--- src/rtl/alu_exec_stage.sv ---
// rtl/alu_exec_stage.sv - ALU execute stage with 2-entry skid-buffered EX/MEM output
module alu_exec_stage #(
  parameter int WIDTH = 32,
  parameter int RD_W  = 5
) (
  input  logic             clk,
  input  logic             reset,
  input  logic             in_valid,
  output logic             in_ready,
  input  logic [3:0]       in_ctrl,
  input  logic [WIDTH-1:0] in_a,
  input  logic [WIDTH-1:0] in_b,
  input  logic [RD_W-1:0]  in_rd,
  input  logic             flush,
  output logic             out_valid,
  input  logic             out_ready,
  output logic [WIDTH-1:0] out_result,
  output logic             out_zero,
  output logic             out_ovf,
  output logic             out_illegal,
  output logic [RD_W-1:0]  out_rd
);

  localparam logic [3:0] OP_AND = 4'b0000;
  localparam logic [3:0] OP_OR  = 4'b0001;
  localparam logic [3:0] OP_ADD = 4'b0010;
  localparam logic [3:0] OP_SUB = 4'b0110;
  localparam int         MSB    = WIDTH - 1;
  // Beat layout: {result, zero, ovf, illegal, rd}
  localparam int         BW     = WIDTH + 3 + RD_W;

  logic [WIDTH-1:0] c_result;
  logic             c_zero;
  logic             c_ovf;
  logic             c_illegal;
  logic [BW-1:0]    c_beat;

  logic [BW-1:0]    main_q, main_d;
  logic [BW-1:0]    skid_q, skid_d;
  logic             main_valid_q, main_valid_d;
  logic             skid_valid_q, skid_valid_d;

  logic             accept;
  logic             drain;

  // ALU evaluated on the input side so only finished fields are stored
  always_comb begin
    c_result  = '0;
    c_ovf     = 1'b0;
    c_illegal = 1'b0;
    case (in_ctrl)
      OP_ADD: begin
        c_result = in_a + in_b;
        c_ovf    = (in_a[MSB] == in_b[MSB]) && (c_result[MSB] != in_a[MSB]);
      end
      OP_SUB: begin
        c_result = in_a - in_b;
        c_ovf    = (in_a[MSB] != in_b[MSB]) && (c_result[MSB] != in_a[MSB]);
      end
      OP_AND:  c_result = in_a & in_b;
      OP_OR:   c_result = in_a | in_b;
      default: c_illegal = 1'b1;
    endcase
    c_zero = (c_result == '0);
    c_beat = {c_result, c_zero, c_ovf, c_illegal, in_rd};
  end

  // Ready comes straight from a flop so back-pressure never forms a combinational path
  assign in_ready = !skid_valid_q;
  assign accept   = in_valid && in_ready && !flush;
  assign drain    = main_valid_q && out_ready;

  // Next-state selection for main/skid, flush first, then promotion, then fills
  always_comb begin
    main_d       = main_q;
    skid_d       = skid_q;
    main_valid_d = main_valid_q;
    skid_valid_d = skid_valid_q;
    if (flush) begin
      main_valid_d = 1'b0;
      skid_valid_d = 1'b0;
    end else if (drain && skid_valid_q) begin
      main_d       = skid_q;
      skid_valid_d = 1'b0;
    end else if (accept && (!main_valid_q || drain)) begin
      main_d       = c_beat;
      main_valid_d = 1'b1;
    end else if (accept) begin
      skid_d       = c_beat;
      skid_valid_d = 1'b1;
    end else if (drain) begin
      main_valid_d = 1'b0;
    end
  end

  // State registers; reset clears both valid flags and zeroes the output fields
  always_ff @(posedge clk or posedge reset) begin
    if (reset) begin
      main_q       <= '0;
      skid_q       <= '0;
      main_valid_q <= 1'b0;
      skid_valid_q <= 1'b0;
    end else begin
      main_q       <= main_d;
      skid_q       <= skid_d;
      main_valid_q <= main_valid_d;
      skid_valid_q <= skid_valid_d;
    end
  end

  assign out_valid = main_valid_q;
  assign {out_result, out_zero, out_ovf, out_illegal, out_rd} = main_q;

endmodule
--- config.mk ---
export PLATFORM = sky130hd
export DESIGN_NAME = alu_exec_stage
export DESIGN_NICKNAME = d
export VERILOG_FILES = /design/src/rtl/alu_exec_stage.sv
export SDC_FILE = /design/constraint.sdc
export NUM_CORES = 1
export LEC_CHECK = 0
export ABC_AREA = 1
export CORE_UTILIZATION = 40
export DETAILED_ROUTE_END_ITERATION = 10
export SYNTH_ARGS = -nofsm -noshare
export SYNTH_HDL_FRONTEND = slang
export SYNTH_SLANG_ARGS = --single-unit
--- constraint.sdc ---
create_clock -name clk -period 2.3 [get_ports clk]
set_input_delay 0.345 -clock clk [delete_from_list [all_inputs] [get_ports clk]]
set_output_delay 0.345 -clock clk [all_outputs]
set_load 0.02 [all_outputs]
# ---- Word level (Yosys, flattened, before mapping)
# Index checks and enable logic that the tools add are counted.
dict set report classes {
  eq_ne 10
  n_addsub 2
  n_reduce_logical 21
  muxes 14
  bitwise_logic 5
}
# op n
set ops {}
lappend ops {{32-bit case mux with 4 select lines} 1}
lappend ops {{40-bit 2-to-1 mux} 2}
lappend ops {{32-bit adder} 1}
lappend ops {{32-bit AND} 1}
lappend ops {{32-bit zero test} 1}
lappend ops {{32-bit OR} 1}
lappend ops {{32-bit subtractor} 1}
lappend ops {{1-bit 2-to-1 mux} 10}
lappend ops {{1-bit logical AND} 7}
lappend ops {{3-bit nonzero test} 2}
lappend ops {{4-bit by 1-bit equality test with 1-bit output (second input constant)} 1}
lappend ops {{4-bit by 2-bit equality test with 1-bit output (second input constant)} 1}
lappend ops {{4-bit by 3-bit equality test with 1-bit output (second input constant)} 1}
lappend ops {{4-bit zero test} 1}
lappend ops {{2-bit AND reduction} 2}
lappend ops {{4-bit AND reduction} 1}
lappend ops {{4-bit OR reduction} 1}
lappend ops {{1-bit zero test} 3}
lappend ops {{1-bit inequality test} 3}
lappend ops {{3-bit by 2-bit inequality test with 1-bit output (second input constant)} 1}
lappend ops {{3-bit inequality test (second input constant)} 1}
lappend ops {{1-bit inverter} 3}
lappend ops {{3-bit AND reduction} 1}
lappend ops {{2-bit inequality test (second input constant)} 1}
lappend ops {{other kinds (4)} 4}
dict set report word_totals {
  input_bits 78
  ff_bits 82
  word_cells 56
}

# ---- Longest topological paths before layout
# Gate-level depths: netlist (run 1).
dict set report depth {
  ltp_word 7
  ltp_mapped 24
  mapped_depth_nobuf 23
}

# ---- Worst setup path after synthesis (run 1)
# OpenSTA, ideal clock, no wires.
dict set report synth_path {
  path_kind {input port to flip-flop}
  startpoint {input port in_a[0]}
  endpoint {register main_q[7]}
  setup_ns 0.066
  required_ns 2.234
  path_stages 20
  setup_slack_ns 0.037
  arrival_ns 2.198
  n_path_buf 0
  path_cell_list {ha_1 > inv_1 > fa_1 > inv_1 > nand3_1 > nand3_1 > nand2_1 > nand2_1 > nand2_1 > nand3_1 > nand2_1 > nand3_1 > nand3_1 > nor2_1 > nand2_1 > nor2_1 > nand3_1 > nand2_1 > nand2_1 > nand2_1}
}
dict set report synth_between {
  elab_chain_cells 5
  elab_cells_between_ends 8
  cone_classes {add/sub (2); mux (3); bitwise (2); reduce/logical (1)}
}
# element line_no
set synth_lines {}
lappend synth_lines {{start, declared} 11} ;# input logic [WIDTH-1:0] in_a,
lappend synth_lines {{32-bit subtractor, or another cell as far along} 57} ;# c_result = in_a - in_b;
lappend synth_lines {{32-bit case mux with 4 select lines (*)} 51} ;# case (in_ctrl)
lappend synth_lines {{32-bit zero test (*)} 64} ;# c_zero = (c_result == '0);
lappend synth_lines {{40-bit 2-to-1 mux (*)} 85} ;# end else if (accept && (!main_valid_q || drain)) begin
lappend synth_lines {{40-bit 2-to-1 mux (*)} 82} ;# end else if (drain && skid_valid_q) begin
lappend synth_lines {{end signal, assigned} 104} ;# main_q <= main_d;
lappend synth_lines {{end, declared} 38} ;# logic [BW-1:0] main_q, main_d;
# Every way passes the cells marked *; elsewhere a longest branch is shown, timed or not. The select of a mux whose other input is x is not followed.
# A chain may end at the register's enable or synchronous reset.

# ---- Worst setup path in the final report (run 1)
dict set report layout_path {
  startpoint {input port in_b[0]}
  endpoint {register main_q[7]}
}
dict set report layout_between {
  elab_chain_cells 5
  elab_cells_between_ends 8
  cone_classes {add/sub (2); mux (3); bitwise (2); reduce/logical (1)}
}
# element line_no
set layout_lines {}
lappend layout_lines {{start, declared} 12} ;# input logic [WIDTH-1:0] in_b,
lappend layout_lines {{32-bit subtractor, or another cell as far along} 57}
lappend layout_lines {{32-bit case mux with 4 select lines (*)} 51}
lappend layout_lines {{32-bit zero test (*)} 64}
lappend layout_lines {{40-bit 2-to-1 mux (*)} 85}
lappend layout_lines {{40-bit 2-to-1 mux (*)} 82}
# Marks and branches as above.

==> results of run 1 <==
-- worst paths after layout --
| path | start | endpoint | slack [ps] | cells past startpoint |
|---|---|---|---|---|
| worst max-delay path | in_b[0] | main_q[7] | 10 | 18 |
| worst min-delay path | reset | main_q[25] | 360 | 2 |
| worst max register to register | skid_valid_q | main_q[14] | 550 | 12 |
| worst min register to register | skid_q[0] | skid_q[0] | 470 | 2 |
| max in group asynchronous | reset | main_q[21] | 1410 | 3 |
| min in group clk | skid_q[0] | skid_q[0] | 470 | 2 |
-- layer usage --
metal / vias to the layer above / global-route usage (%) / wire [µm]
met5: - / 0 / 0
met4: 0 / 12.5 / 1580
li1: 6300 / - / -
met3: 106 / 4.73 / 2540
met2: 455 / 49.1 / 18500
met1: 5984 / 39.6 / 17800
-- worst max-delay path: cells and delay by family --
family / cells / cell delay (ps)
buffers and inverters: 4 / 430
and+or+nand+nor: 11 / 1080
AOI/OAI and AO/OA: 1 / 200
adders and majority gates: 2 / 500
-- cell type report --
| type | count | share of cell area [%] |
|---|---|---|
| Clock buffer | 13 | 1.48 |
| Clock inverter | 3 | 0.0890 |
| Inverter | 358 | 8.18 |
| Multi-Input combinational cell | 1237 | 50.9 |
| Sequential cell | 82 | 12.2 |
| Tap cell | 324 | 2.40 |
| Timing Repair Buffer | 516 | 24.8 |
-- per-stage QoR --
step | total power (W) | TNS (ps) | worst slack (ps) | hold WS (ps)
after global routing | 0.00754 | -263 | -87.3 | 383
after detailed placement | 0.00496 | -40900 | -1150 | 459
after CTS | 0.00673 | 0 | 0.0362 | 364
final | 0.00712 | 0 | 12.6 | 360
after floorplan | 0.00344 | 0 | 36.6 | 408
after global placement | 0.00493 | -39520 | -1210 | 453
-- kinds of logic after synthesis --
kind of cell | count (synthesis)
adders and majority gates | 106
and+or+nand+nor | 911
AOI/OAI and AO/OA | 218
DFF | 82
xor gates and xnor gates | 2
buffers and inverters | 417
-- layout by cell type (no fill, tap or decap), drive strengths merged --
master	netlist	layout
nand2	574	574
buf	35	417
inv	357	355
nand3	142	142
nor2	134	134
ha	104	104
o21ai	93	93
dfrtp	82	82
a21oi	82	82
clkdlybuf4s50	0	57
clkbuf	24	46
o22ai	25	25
nand4	24	24
nor3	17	17
nand3b	15	15
a31oi	7	7
o21bai	6	6
clkdlybuf4s15	0	5
clkinv	1	4
dlygate4sd2	0	4
o21a	2	2
clkinvlp	0	2
fa	2	2
xor2	2	2
and3	2	2
nor4	1	1
and2	1	1
or2	1	1
o2111ai	1	1
a21boi	1	1
o31ai	1	1
-- report_power, final --
group | switching, W | internal (W)
combinational | 0.00222 | 0.00178
clock | 0.000541 | 0.000756
sequential | 0.000117 | 0.00171
total | 0.00288 | 0.00424
-- timing repair --
action / CTS / global route
endpoints found under the setup margin: 59 / 33
setup buffers: 39 / 34
cloned: 0 / 1
pin swaps: 141 / 207
resized for setup: 542 / 376
-- sequential cells by signal, summed over array words and instances, names as in the netlist --
register	flops
main_q	40
skid_valid_q	1
out_valid	1
skid_q	40
==> run_results.csv, run 1 <==
group,metric,value,unit
yosys,synth_top_family_by_area,"simple AND/OR/NAND/NOR gates",
finish,final_cell_area,16900,µm²
yosys,syn_area_per_cell,5.82,µm²
routing,drtPass1Iterations,7,
run_status,status,"completed",
finish,syn2layout_area_growth,67.1,%
yosys,synth_edf_count,0,
yosys,synthCells,1736,
yosys,synthAdderAreaFrac,13.3,%
sta,finalHoldViolCount,0,
sta,fmax,437,MHz
yosys,muxShareOfSynthArea,0,%
clocking,cts_root_buffer,"clkbuf_16",
routing,drtIter0Drc,919,
sta,finalCritPeriodShare,99.5,%
yosys,ys.flop_type,"dfrtp_1",
yosys,yosys.area_share.simple,38.3,%
floorplanning,dieArea,25900,µm²
routing,via_count,12800,
clocking,cts_buffer_depth,2,
finish,antenna_cells,0,
yosys,synth.largest_area_cell,"nand2_1",
grt,track_usage,30.2,%
yosys,synth.most_common_cell,"nand2_1",
finish,fill_cells,2180,
clocking,cts.clk_slew.worst_paths,60,ps
critical_path,startpoint_type,"primary input",
floorplanning,pin_count,120,
finish,nets,2388,
sta,maxSlewViolCount,0,
clocking,htree_levels,3,
place,dp_hpwl,31.4,mm
clocking,tritoncts,"yes",
yosys,yosys_warnings,0,
critical_path,cp.required,2570,ps
finish,drive_gt1_share,45.1,%
place,globalplace.congestion,0.977,
yosys,syn_area,10100,µm²
floorplanning,core_area,24500,µm²
sta,finClkSkew,6.50,ps
place,placed_area,13900,µm²
critical_path,cp_data_arrival_time,2560,ps
routing,antenna_left,0,
sta,finalSetupViolCount,0,
floorplanning,start_util,41.2,%
place,portBuffers,119,
sta,tightest_slew,500,ps
pwr,ir_drop,0.000568,V
grt,grt_antenna_before_repair,1,
clocking,cts.sinks,82,
place,dp_cells,2446,
grt,grt_max_degree,73,
critical_path,worstPathCellList,"clkbuf_4 -> ha_4 -> inv_1 -> fa_2 -> inv_2 -> buf_4 -> nand2_2 -> nand3_4 -> nand2_1 -> a31oi_1 -> nand2_1 -> nor2_1 -> nand3_1 -> nor3_2 -> nand3_1 -> nand2_1 -> nand2_1 -> nand2_1",
finish,multiInputGateArea,8580,µm²
sta,fin_crit,2290,ps
clocking,cts_buffers,9,
grt,grt_pass1_vias,12200,
pwr,p_per_area,422,nW/µm²
yosys,ys_seq_area_share,20.3,%
critical_path,critPathKind,"in2reg",
clocking,hold_buffers,0,
critical_path,critPathMostFrequentCell,"nand2_1",
yosys,ys_seq_elements,82,
hold_path,min_path_type,"in2async",
sta,max_slew_margin,66.7,%
yosys,ys_types,40,
yosys,synth_common_cells,"nand2_1 (569), inv_1 (348), nand3_1 (139)",
finish,seqCellArea,2050,µm²
yosys,synth_compound_area_share,11.5,%
yosys,synth_fp_nets,1920,
routing,drc,0,
critical_path,critPathCaptureType,"register",
floorplanning,die_h,161,µm
critical_path,cp_max_fo,3,
grt,gr-total-overflow,0,
floorplanning,rows,57,
pwr,leakage,9.09,nW
yosys,synth_xor_area_share,0.173,%
floorplanning,die_width,161,µm
critical_path,cp_slowest_cell,"fa_2",
routing,vias_per_cell,5.07,
job,drv_cap,0,
grt,grt_pass1_wl,61.4,mm
routing,wirelength,40.3,mm
yosys,synthTopCellsByArea,"nand2_1 (21%), dfrtp_1 (20%), inv_1 (13%), ha_1 (13%), nand3_1 (6.9%)",
finish,post-route-util,68.8,%
clocking,worstSkewPairLatency,330,ps
finish,final_cells,2533,
yosys,async_flop_share,100,%
sta,rsz0062_at_grt,"true",
routing,routedWlPerCell,15.9,µm
yosys,synth_top_cell_area_share,21.2,%
critical_path,cp_slowest_stage_delay,360,ps
(Power assumes the default switching activity.)
==> run 2, diff against run 1 <==
--- a/config.mk
+++ b/config.mk
@@ -6,8 +6,10 @@
 export NUM_CORES = 1
 export LEC_CHECK = 0
 export ABC_AREA = 1
-export CORE_UTILIZATION = 40
+export CORE_UTILIZATION = 53
 export DETAILED_ROUTE_END_ITERATION = 10
+export PLACE_DENSITY = 0.79
+export SLEW_MARGIN = 15
 export SYNTH_ARGS = -nofsm -noshare
 export SYNTH_HDL_FRONTEND = slang
 export SYNTH_SLANG_ARGS = --single-unit
==> run 2 against run 1 <==
  * The flow now finishes with violations (negative setup slack)
  * Fmax shrank 14%
  * Hold slack gained 120 ps
  * Clock skew shrank 1.0 ps
  * Total power grew 3.6%
  * Via count grew 11%
  * Clock-buffer cell count shrank 4
  * Register-to-register slack lost 380 ps
  * Flip-flop and latch count is the same
  * Wire length grew 18%
  * First-iteration DRC count grew 83%
  * Critical path type unchanged
  * Critical endpoint unchanged
==> run_results.csv, run 2 (synthesis results as in run 1) <==
group,metric,value,unit
sta,fin_setup_tns,-2750,ps
finish,drive_gt1_share,42.0,%
sta,tightest_slew,608,ps
hold_path,min_path_type,"in2async",
critical_path,cp_slowest_stage_delay,540,ps
finish,final_cell_area,16300,µm²
routing,drc,0,
pwr,p_per_area,453,nW/µm²
job,drv_cap,0,
finish,seqCellArea,2050,µm²
routing,vias_per_cell,5.91,
sta,rsz0062_at_grt,"true",
place,placed_area,13700,µm²
pwr,leakage,8.85,nW
critical_path,critPathTopFamily,"simple AND/OR/NAND/NOR gates",
floorplanning,die_h,140,µm
floorplanning,die_width,140,µm
critical_path,critPathMostFrequentCell,"nand2_1",
finish,nets,2353,
grt,grt_pass1_vias,13400,
grt,grt_antenna_before_repair,3,
sta,finalHoldViolCount,0,
critical_path,critPathKind,"in2reg",
finish,syn2layout_area_growth,61.5,%
floorplanning,rows,50,
sta,whs,482,ps
routing,drtIter0Drc,1685,
floorplanning,start_util,54.0,%
clocking,cts_buffer_depth,2,
sta,max_slew_margin,59.4,%
clocking,htree_levels,3,
clocking,cts_root_buffer,"clkbuf_16",
finish,final_cells,2409,
clocking,cts.clk_slew.worst_paths,70,ps
floorplanning,dieArea,19600,µm²
critical_path,worstPathCellList,"clkdlybuf4s50_1 -> inv_1 -> nand3_2 -> inv_1 -> nand2_1 -> o21ai_0 -> nor2_1 -> nand2_1 -> nor3_2 -> nand3_2 -> nor3_2 -> nand3_1 -> nand2_1 -> nand2_1 -> nand2_1",
sta,finalSetupViolCount,30,
sta,fin_crit,2670,ps
critical_path,cp_data_arrival_time,2950,ps
critical_path,startpoint_type,"primary input",
critical_path,cp_max_fo,4,
sta,finalCritPeriodShare,116,%
routing,wirelength,47.5,mm
finish,multiInputGateArea,8370,µm²
floorplanning,core_area,18700,µm²
place,dp_hpwl,31.1,mm
clocking,cts.sinks,82,
critical_path,critPathBufInv,3,
grt,grt_max_degree,73,
run_status,status,"finished, violations left",
clocking,tritoncts,"yes",
grt,grt_pass1_wl,67.0,mm
run_status,violations,"negative setup slack",
clocking,worstSkewPairLatency,350,ps
routing,antenna_left,0,
finish,fill_cells,1040,
sta,maxSlewViolCount,0,
finish,final_cell_mix,"nand2_1 (422), buf_4 (322), inv_1 (244), nand2_2 (111), inv_2 (104)",
pwr,p_total,0.00738,W
sta,finClkSkew,5.47,ps
place,dp_cells,2336,
finish,mostFrequentLayoutCell,"nand2_1",
critical_path,critPathCaptureType,"register",
routing,drtPass1Iterations,7,
sta,worst_slack,-368,ps
routing,routedWlPerCell,19.7,µm
grt,track_usage,43.2,%
routing,via_count,14200,
pwr,ir_drop,0.000390,V
clocking,cts_buffers,9,
place,portBuffers,119,
sta,fmax,375,MHz
place,globalplace.congestion,0.983,
critical_path,cp_slowest_cell,"clkdlybuf4s50_1",
critical_path,cp.required,2580,ps
grt,gr-total-overflow,0,
floorplanning,pin_count,120,
finish,top_regs,"main_q x40, skid_q x40",
-- run 2: cell type report --
class | count | area share [%]
multi-input cells | 1237 | 51.3
repair buffers | 481 | 24.1
clock inverters | 7 | 0.422
diodes | 1 | 0.0153
clock buffers | 9 | 1.38
well taps | 234 | 1.80
flip-flops and latches | 82 | 12.6
inverters | 358 | 8.41
-- run 2: timing repair --
action	CTS	global route
pin swaps	154	119
setup endpoints to repair	60	38
endpoints found under the hold margin	0	0
resized for setup	528	285
hold buffers	0	0
buffers inserted	39	20
-- run 2: final timing paths --
check	from	endpoint	slack (ps)	cells past startpoint
worst max-delay path	in_ctrl[0]	main_q[7]	-370	15
worst min-delay path	reset	main_q[29]	480	2
worst max register to register	skid_valid_q	skid_q[6]	170	10
worst min register to register	main_q[37]	main_q[37]	490	2
max in group asynchronous	reset	skid_q[10]	1260	3
min in group clk	main_q[37]	main_q[37]	490	2
-- run 2: through the flow --
step                utilization (%)  setup WS (ps)
floorplan                         -           36.6
global placement               73.1           -986
detailed placement             73.1          -1010
CTS                            83.5          0.456
global route                   87.2           -470
finish                         87.2           -368
-- run 2: power breakdown --
group          internal (W)  switching [W]  total, W
clock              0.000760       0.000665   0.00143
combinational       0.00170        0.00238   0.00408
sequential          0.00170       0.000171   0.00188
total               0.00417        0.00321   0.00738
-- run 2: routing by layer --
metal  vias to the layer above  global-route usage [%]  wire, µm
met5                         -                       0        15
met4                         2                    20.6      3360
met3                       350                    6.36      5030
met2                      1116                    75.4     22000
met1                      6528                    52.1     17100
li1                       6243                       -         -
==> run 3, diff against run 2 <==
--- a/config.mk
+++ b/config.mk
@@ -6,9 +6,9 @@
 export NUM_CORES = 1
 export LEC_CHECK = 0
 export ABC_AREA = 1
-export CORE_UTILIZATION = 53
+export CORE_UTILIZATION = 45
 export DETAILED_ROUTE_END_ITERATION = 10
-export PLACE_DENSITY = 0.79
+export PLACE_DENSITY = 0.69
 export SLEW_MARGIN = 15
 export SYNTH_ARGS = -nofsm -noshare
 export SYNTH_HDL_FRONTEND = slang
==> run 3 against run 2 <==
  * The run still ends with negative setup slack left
  * Register-to-register slack gained 340 ps
  * Final area increased by 4.0%
  * Clock skew increased by 5.4 ps
  * Wire length shrank 14%
  * Hold slack worse by 2.9 ps
  * Non-clock buffer count increased by 56
  * Via count is 8.8% lower
  * Critical endpoint unchanged
==> run_results.csv, run 3 (synthesis results as in run 1) <==
group,metric,value,unit
floorplanning,die_h,152,µm
grt,track_usage,34.5,%
sta,fmax,422,MHz
grt,grt_pass1_vias,12200,
place,place_worst_setup_slack,-1100,ps
floorplanning,core_area,21900,µm²
floorplanning,rows,54,
routing,via_count,13000,
finish,drive_gt1_share,44.7,%
critical_path,reg2reg_depth,12,
finish,syn2layout_area_growth,68.0,%
critical_path,rrSetupSlack,510,ps
run_status,status,"finished, violations left",
place,globalplace.congestion,0.982,
routing,drtIter0Drc,897,
finish,mostFrequentLayoutCell,"nand2_1",
finish,post-route-util,77.5,%
critical_path,critPathMostFrequentCell,"nand2_1",
critical_path,crit_start,"in_ctrl[1]",
floorplanning,start_util,46.1,%
critical_path,cp_max_fo,6,
finish,seqCellArea,2050,µm²
hold_path,hold_path_depth,2,
sta,tightest_slew,478,ps
clocking,cts.sinks,82,
critical_path,cp_slowest_stage_delay,420,ps
clocking,worstSkewPairLatency,340,ps
hold_path,min_from,"skid_q[1]",
floorplanning,dieArea,23000,µm²
finish,top_regs,"main_q x40, skid_q x40",
hold_path,min_path_type,"reg2reg",
pwr,ir_drop,0.000308,V
floorplanning,die_width,152,µm
finish,multiInputGateArea,8490,µm²
routing,vias_per_cell,5.17,
sta,worst_slack,-70.1,ps
sta,finalSetupViolCount,2,
pwr,leakage,9.11,nW
finish,fill_cells,1638,
finish,nets,2409,
routing,wirelength,40.7,mm
routing,routedWlPerCell,16.2,µm
floorplanning,pin_count,120,
grt,grt_antenna_before_repair,3,
critical_path,timing.rr.start,"skid_valid_q",
grt,gr-total-overflow,0,
routing,drtPass1Iterations,5,
clocking,tritoncts,"yes",
critical_path,critPathBufInv,5,
critical_path,startpoint_type,"primary input",
critical_path,cp.required,2570,ps
routing,drc,0,
job,drv_cap,0,
critical_path,worstPathCellList,"clkdlybuf4s50_1 -> inv_1 -> nor2_1 -> nand2_2 -> clkinvlp_4 -> buf_4 -> nand3_1 -> nand3b_1 -> nor3_2 -> nand3_1 -> nor3_1 -> buf_4 -> nand3_2 -> nand2_1 -> nand2_1 -> nand2_1",
critical_path,cp_data_arrival_time,2640,ps
finish,final_cell_mix,"nand2_1 (405), buf_4 (377), inv_1 (239), nand2_2 (132), inv_2 (107)",
sta,rsz0062_at_grt,"true",
clocking,cts_buffer_depth,2,
run_status,violations,"negative setup slack",
critical_path,worstReg2RegEnd,"main_q[39]",
clocking,hold_buffers,0,
routing,antenna_left,0,
critical_path,critPathTopFamily,"buffers and inverters",
critical_path,critPathKind,"in2reg",
sta,fin_crit,2370,ps
clocking,cts.clk_slew.worst_paths,70,ps
finish,antenna_cells,0,
clocking,cts_buffers,9,
hold_path,hold_end,"skid_q[1]",
place,portBuffers,119,
sta,finalHoldViolCount,0,
sta,maxSlewViolCount,0,
sta,finalCritPeriodShare,103,%
place,dp_hpwl,30.9,mm
sta,finClkSkew,10.9,ps
clocking,htree_levels,3,
critical_path,critPathCaptureType,"register",
grt,grt_max_degree,83,
pwr,p_per_area,433,nW/µm²
grt,grt_pass1_wl,61.3,mm
clocking,cts_root_buffer,"clkbuf_16",
sta,max_slew_margin,68.1,%
critical_path,cp_slowest_cell,"clkdlybuf4s50_1",
run 3: per-stage QoR:
| stage | TNS (ps) | power (W) | std cells | cell area [µm²] | hold slack, ps |
|---|---|---|---|---|---|
| after global routing | -574 | 0.00776 | 2510 | 17000 | 505 |
| after floorplan | 0 | 0.00344 | 1736 | 10100 | 408 |
| after detailed placement | -45050 | 0.00499 | 2417 | 14000 | 461 |
| after CTS | 0 | 0.00699 | 2484 | 16100 | 476 |
| final | -111 | 0.00734 | 2510 | 17000 | 479 |
| after global placement | -41070 | 0.00493 | 2417 | 14000 | 453 |
run 3: worst min-delay path, stage by stage, from the launching register on:
cell     delay [ps]
dfrtp_1         340
nand2_1          50
nand2_1          50
run 3: layout make-up:
type / instances / share of cell area (%)
timing repair buffer: 537 / 25.8
multi-input combinational: 1237 / 50.0
clock inverter: 7 / 0.502
sequential: 82 / 12.1
clock buffer: 9 / 1.33
inverter: 358 / 8.13
tap: 280 / 2.07
run 3: layer usage:
metal	vias up	global-route usage [%]	share of wire (%)
li1	6345	-	-
met1	6037	45.8	42
met2	503	59.2	49
met3	93	2.78	6.5
met4	2	10.7	3.0
met5	-	0	0.032
run 3: timing repair:
| item | in CTS | in global routing |
|---|---|---|
| cloned | 0 | 0 |
| pin swaps | 160 | 175 |
| endpoints found under the hold margin | 0 | 0 |
| setup endpoints to repair | 60 | 34 |
| resized for setup | 562 | 299 |
| setup buffers | 51 | 27 |
run 3: worst max path at each step:
stage                           end  slack [ps]  depth (start not counted)
after global placement    main_q[7]       -1070                         20
after CTS                 main_q[7]         0.7                         20
after detailed placement  main_q[7]       -1100                         22
after global routing      main_q[7]        -170                         16
final                     main_q[7]         -70                         16
after floorplan           main_q[7]          40                         20
run 3: where the power goes:
part / leakage, nW / switching, W / internal [W]
clock network: 0.153 / 0.000620 / 0.000864
registers: 1.07 / 0.000129 / 0.00170
logic: 7.88 / 0.00221 / 0.00181
